<file path="src/rtl/cpu_pkg.sv">
// rtl/cpu_pkg.sv - shared pipeline-control types and defaults
// Purpose: FSM state encoding for pipe_ctrl and the default stage count.
// Ports: none (package).
package cpu_pkg;

    localparam int STAGE_NUM_DEF = 5;

    typedef enum logic [1:0] {
        RUN        = 2'd0,
        REDIR_WAIT = 2'd1,
        DRAIN      = 2'd2,
        HALTED     = 2'd3
    } pipe_ctrl_state_e;

endpackage

</file>
<file path="src/rtl/pipe_ctrl_prio.sv">
// rtl/pipe_ctrl_prio.sv - highest-index hazard resolution
// Purpose: finds the highest-index asserted hazard and produces its one-hot
//          bubble position and a thermometer stall mask covering it and all
//          younger (lower-index) stages.
// Ports:
//   hazard  in  N  per-stage hazard requests
//   onehot  out N  single bit at the winning hazard (0 if none)
//   mask    out N  bits [i:0] set for winning index i (0 if none)
module pipe_ctrl_prio #(
    parameter int N = 5
) (
    input  logic [N-1:0] hazard,
    output logic [N-1:0] onehot,
    output logic [N-1:0] mask
);

    always_comb begin
        onehot = '0;
        // Ascending scan: the last hit written is the highest index.
        for (int i = 0; i < N; i++) begin
            if (hazard[i]) begin
                onehot    = '0;
                onehot[i] = 1'b1;
            end
        end
    end

    always_comb begin
        logic acc;
        acc  = 1'b0;
        mask = '0;
        // Sweep from the oldest stage down so every stage at or below the
        // winner picks up the stall.
        for (int i = N - 1; i >= 0; i--) begin
            acc     = acc | onehot[i];
            mask[i] = acc;
        end
    end

endmodule

</file>
<file path="src/rtl/pipe_ctrl.sv">
// rtl/pipe_ctrl.sv - pipeline stall/flush/redirect/halt controller
// Purpose: merges hazards, redirects and halt requests into per-stage stall,
//          flush and flush_force controls; optional performance counters are
//          built when PIPE_CTRL_PERF_EN is defined (otherwise tied to 0).
// Ports:
//   clk, rstn                  clock, asynchronous active-low reset
//   inst_valid, hazard         per-stage valid and hazard request
//   redirect_valid/_stage/_trap, redirect_ack   redirect handshake
//   fetch_ready                fetch accepts a new PC
//   halt_req, halt_ack         halt handshake (halt_ack registered)
//   stall, flush, flush_force  per-stage controls (combinational)
//   perf_clr, stall_cnt, redir_cnt  performance counters
module pipe_ctrl
    import cpu_pkg::*;
#(
    parameter int STAGE_NUM = STAGE_NUM_DEF,
    parameter int CNT_WIDTH = 32,
    localparam int SW = $clog2(STAGE_NUM)
) (
    input  logic                 clk,
    input  logic                 rstn,
    input  logic [STAGE_NUM-1:0] inst_valid,
    input  logic [STAGE_NUM-1:0] hazard,
    input  logic                 redirect_valid,
    input  logic [SW-1:0]        redirect_stage,
    input  logic                 redirect_trap,
    output logic                 redirect_ack,
    input  logic                 fetch_ready,
    input  logic                 halt_req,
    output logic                 halt_ack,
    output logic [STAGE_NUM-1:0] stall,
    output logic [STAGE_NUM-1:0] flush,
    output logic [STAGE_NUM-1:0] flush_force,
    input  logic                 perf_clr,
    output logic [CNT_WIDTH-1:0] stall_cnt,
    output logic [CNT_WIDTH-1:0] redir_cnt
);

    pipe_ctrl_state_e state_q, state_d;
    logic [STAGE_NUM-1:0] hz_onehot, hz_mask;
    logic [STAGE_NUM-1:0] redir_ff, trap_flush;
    logic                 redir_acc;
    logic                 drained;

    pipe_ctrl_prio #(.N(STAGE_NUM)) u_prio (
        .hazard (hazard),
        .onehot (hz_onehot),
        .mask   (hz_mask)
    );

    assign redir_acc    = redirect_valid && (state_q != HALTED);
    assign redirect_ack = redir_acc;
    // Fetch stage holds no committed work, so only older stages gate the drain.
    assign drained      = (inst_valid[STAGE_NUM-1:1] == '0);

    // Redirect from stage k kills everything younger than k; an out-of-range
    // stage number kills the whole pipe. A trap also kills stage k itself.
    always_comb begin
        redir_ff   = '0;
        trap_flush = '0;
        for (int i = 0; i < STAGE_NUM; i++) begin
            redir_ff[i]   = redir_acc &&
                            ((int'(redirect_stage) >= STAGE_NUM) || (i < int'(redirect_stage)));
            trap_flush[i] = redir_acc && redirect_trap && (int'(redirect_stage) == i);
        end
    end

    always_ff @(posedge clk or negedge rstn) begin
        if (!rstn) begin
            state_q  <= RUN;
            halt_ack <= 1'b0;
        end else begin
            state_q  <= state_d;
            halt_ack <= (state_d == HALTED);
        end
    end

    always_comb begin
        state_d = state_q;
        unique case (state_q)
            RUN: begin
                if (redir_acc)     state_d = fetch_ready ? RUN : REDIR_WAIT;
                else if (halt_req) state_d = DRAIN;
            end
            REDIR_WAIT: begin
                if (redir_acc)        state_d = fetch_ready ? RUN : REDIR_WAIT;
                else if (fetch_ready) state_d = RUN;
            end
            DRAIN: begin
                if (!halt_req)      state_d = RUN;
                else if (redir_acc) state_d = DRAIN;
                else if (drained)   state_d = HALTED;
            end
            HALTED: begin
                if (!halt_req) state_d = RUN;
            end
            default: state_d = RUN;
        endcase
    end

    always_comb begin
        stall       = hz_mask;
        flush       = hz_onehot | trap_flush;
        flush_force = redir_ff;
        unique case (state_q)
            RUN: ;
            REDIR_WAIT: flush_force[0] = 1'b1;
            DRAIN: begin
                stall[0] = 1'b1;
                flush[0] = 1'b1;
            end
            HALTED: begin
                stall       = '1;
                flush       = '0;
                flush_force = '0;
            end
            default: ;
        endcase
        flush = flush | flush_force;
    end

`ifdef PIPE_CTRL_PERF_EN
    logic [CNT_WIDTH-1:0] stall_cnt_q, redir_cnt_q;

    always_ff @(posedge clk or negedge rstn) begin
        if (!rstn) begin
            stall_cnt_q <= '0;
            redir_cnt_q <= '0;
        end else if (perf_clr) begin
            stall_cnt_q <= '0;
            redir_cnt_q <= '0;
        end else begin
            if (stall[0] && (stall_cnt_q != '1)) stall_cnt_q <= stall_cnt_q + CNT_WIDTH'(1);
            if (redir_acc && (redir_cnt_q != '1)) redir_cnt_q <= redir_cnt_q + CNT_WIDTH'(1);
        end
    end

    assign stall_cnt = stall_cnt_q;
    assign redir_cnt = redir_cnt_q;
`else
    logic unused_perf;
    assign unused_perf = perf_clr;
    assign stall_cnt   = '0;
    assign redir_cnt   = '0;
`endif

    logic unused_iv0;
    assign unused_iv0 = inst_valid[0];

endmodule

</file>
<file path="config.mk">
export PLATFORM = sky130hd
export DESIGN_NAME = pipe_ctrl
export DESIGN_NICKNAME = d
export VERILOG_FILES = /design/src/rtl/cpu_pkg.sv /design/src/rtl/pipe_ctrl_prio.sv /design/src/rtl/pipe_ctrl.sv
export SDC_FILE = /design/constraint.sdc
export NUM_CORES = 1
export LEC_CHECK = 0
export CAP_MARGIN = 20
export CORE_MARGIN = 2
export CORE_UTILIZATION = 27
export CTS_CLUSTER_SIZE = 40
export DETAILED_ROUTE_END_ITERATION = 12
export GPL_TIMING_DRIVEN = 0
export PLACE_DENSITY = 0.83
export RECOVER_POWER = 100
export SYNTH_ARGS = -nofsm -noshare
export SYNTH_HDL_FRONTEND = slang
export SYNTH_SLANG_ARGS = --single-unit
export TNS_END_PERCENT = 100
</file>
<file path="constraint.sdc">
create_clock -name clk -period 1.4 [get_ports clk]
set_input_delay 0.14 -clock clk [delete_from_list [all_inputs] [get_ports clk]]
set_output_delay 0.14 -clock clk [all_outputs]
set_load 0.1 [all_outputs]
</file>
==> results_dict.tcl <==
set metrics [dict create \
    status "finished with violations" \
    failed_checks "setup timing" \
    p_leak_nw 1.03 \
    die_x_um 60.2 \
    initial_core_util 0.282 \
    cp_max_fo 6 \
    grt_max_degree 11 \
    cp-startpoint "state_q[0]" \
    cts_tree "done" \
    ios 101 \
    slew_violations 0 \
    dr.max_layer_used "met4" \
    placed_area_um2 1610 \
    required_ns 1.26 \
    yosys.cell_types.count 28 \
    wl_met3_um 246 \
    portBuffers 34 \
    fin_setup_tns_ns -1.38 \
    drt_iter0_markers 9 \
    grt_setup_unrepaired "yes" \
    start_kind "flop" \
    drv_cap 0 \
    final_common_cell "buf_4" \
    cts_buffers 3 \
    drt.antenna.violating_nets 0 \
    r2r_start "state_q[1]" \
    fin_crit_sh 1.19 \
    dr.pass1.iters 2 \
    worstSetupEndpointType "primary output" \
    drive_gt1_frac 0.548 \
    mostFrequentLayoutCells "buf_4 (71), conb_1 (64), buf_12 (13), clkdlybuf4s50_1 (9)" \
    syn_area_per_cell_um2 7.17 \
    stdcell_count 274 \
    fillers 254 \
    yosysSeqAreaShare 0.0880 \
    core_area_um2 3030 \
    vias 957 \
    grt_use_total 0.127 \
    syn_to_final_growth_pct 125 \
    grt_pass1_vias 837 \
    overflow 0 \
    wl_met1_um 765 \
    setup_viol 12 \
    synth.cell_area_um2 853 \
    route.met2.wl_um 1330 \
    diodes 0 \
    placedCellCount 260 \
    design_area_um2 1920 \
    via_per_inst 3.49 \
    die-area_um2 3630 \
    clk_path_buf_depth 2 \
    wire_per_inst_um 8.72 \
    antenna_found_initial 0 \
    dp_hpwl_um 1770 \
    die-height_um 60.2 \
    setup_ws_ns -0.270 \
    clock_latency_ns 0.23 \
    grt_pass1_wl_um 3510 \
    clockRootBuffer "clkbuf_4" \
    p_per_area_nw_per_um2 987 \
    final_util 0.634 \
    clock_skew_ns 0.000912 \
    path_clk_slew_ns 0.04 \
    worstSetupPathType "reg -> out" \
    hp-class "in -> async" \
    drt_wl_total_um 2390 \
    worst_slew_pin_slew_ns 0.547 \
    drcViolationCount 0 \
    fmax_mhz 599 \
    nets 251 \
    ir_worst_vdd_v 0.000504 \
    synth_seq_cells 3 \
    whs_ns 0.151 \
    rows 20 \
    htree_levels 1 \
    min_period_ns 1.67 \
    slew_headroom 0.637 \
    synth_warnings 0 \
    finalHoldViolations 0 \
    arrival_ns 1.53 \
    postSynthCellCount 119 \
    place_congestion 0.704 \
    cts.sinks 3 \
]
==> metrics by stage <==
step,power (W),setup WS (ns)
after floorplan,0.00142,-0.347
after global placement,0.00157,-1.17
after detailed placement,0.00157,-1.17
after CTS,0.00186,-0.258
after global routing,0.00195,-0.303
final,0.00190,-0.270
==> cell type report <==
class	count	area, um2	area share
repair buffers	44	556	0.289
multi-input cells	110	689	0.359
plain buffers	66	503	0.262
inverters	3	13.8	0.00717
clock buffers	4	26.3	0.0137
flip-flops and latches	3	76.3	0.0398
well taps	44	55.1	0.0287
==> registers in the layout (all words and copies together), names as in the netlist <==
register and count:
state_q 2, halt_ack 1
==> worst paths after layout <==
kind,slack [ns],endpoint,cells after the start
max,-0.27,flush[0],4
min,0.15,state_q[1],1
max reg2reg,0.07,state_q[0],6
min reg2reg,0.77,halt_ack,3
max in group asynchronous,1.10,state_q[0],1
min in group clk,0.50,state_q[0],4
==> what timing repair did <==
action	CTS	global route
cloned	0	0
setup endpoints to repair	17	14
hold endpoints to repair	0	0
hold buffers	0	0
pin swaps	9	3
setup buffers	6	5
gates resized for setup	165	12
==> report_power, final <==
| part | switching (W) | internal (W) |
|---|---|---|
| Sequential | 0.0000143 | 0.0000953 |
| Combinational | 0.00122 | 0.000407 |
| Clock | 0.0000480 | 0.000107 |
| Total | 0.00129 | 0.000609 |
==> cells in the mapped netlist, drive strengths merged <==
cell type / n / area (um2)
nor3: 1 / 5.00
a41o: 1 / 10.0
o32ai: 1 / 8.76
o211ai: 1 / 7.51
nor4: 1 / 12.5
or2: 1 / 6.26
o21a: 2 / 15.0
nand4: 1 / 6.26
nor4b: 1 / 15.0
conb: 1 / 3.75
buf: 66 / 497
a31oi: 3 / 18.8
inv: 3 / 11.3
or3: 2 / 12.5
a211oi: 2 / 15.0
o311ai: 1 / 8.76
and3: 1 / 6.26
nand3: 1 / 5.00
nand2: 7 / 26.3
dfrtp: 3 / 75.1
and2: 1 / 6.26
a21oi: 3 / 15.0
o21ai: 2 / 10.0
nor2: 11 / 43.8
nand2b: 2 / 12.5
==> cell families after synthesis <==
| logic type | share of synthesized area |
|---|---|
| AND/OR/NAND/NOR | 0.185 |
| flip-flops | 0.0880 |
| buffers and inverters | 0.595 |
| AO/OA/AOI/OAI | 0.128 |
| other | 0.00439 |
==> critical path: stages, from the launching register on <==
cell and delay, ns:
dfrtp_2 0.47, nor4_4 0.29, a211oi_2 0.10, a41o_2 0.26, buf_12 0.17
==> per-layer routing <==
metal / up-vias / global-route usage
li1: 487 / -
met1: 412 / 0.120
met2: 54 / 0.239
met3: 4 / 0.0368
met4: 0 / 0.0762
met5: - / 0
Power figures use the tool's default switching activity.
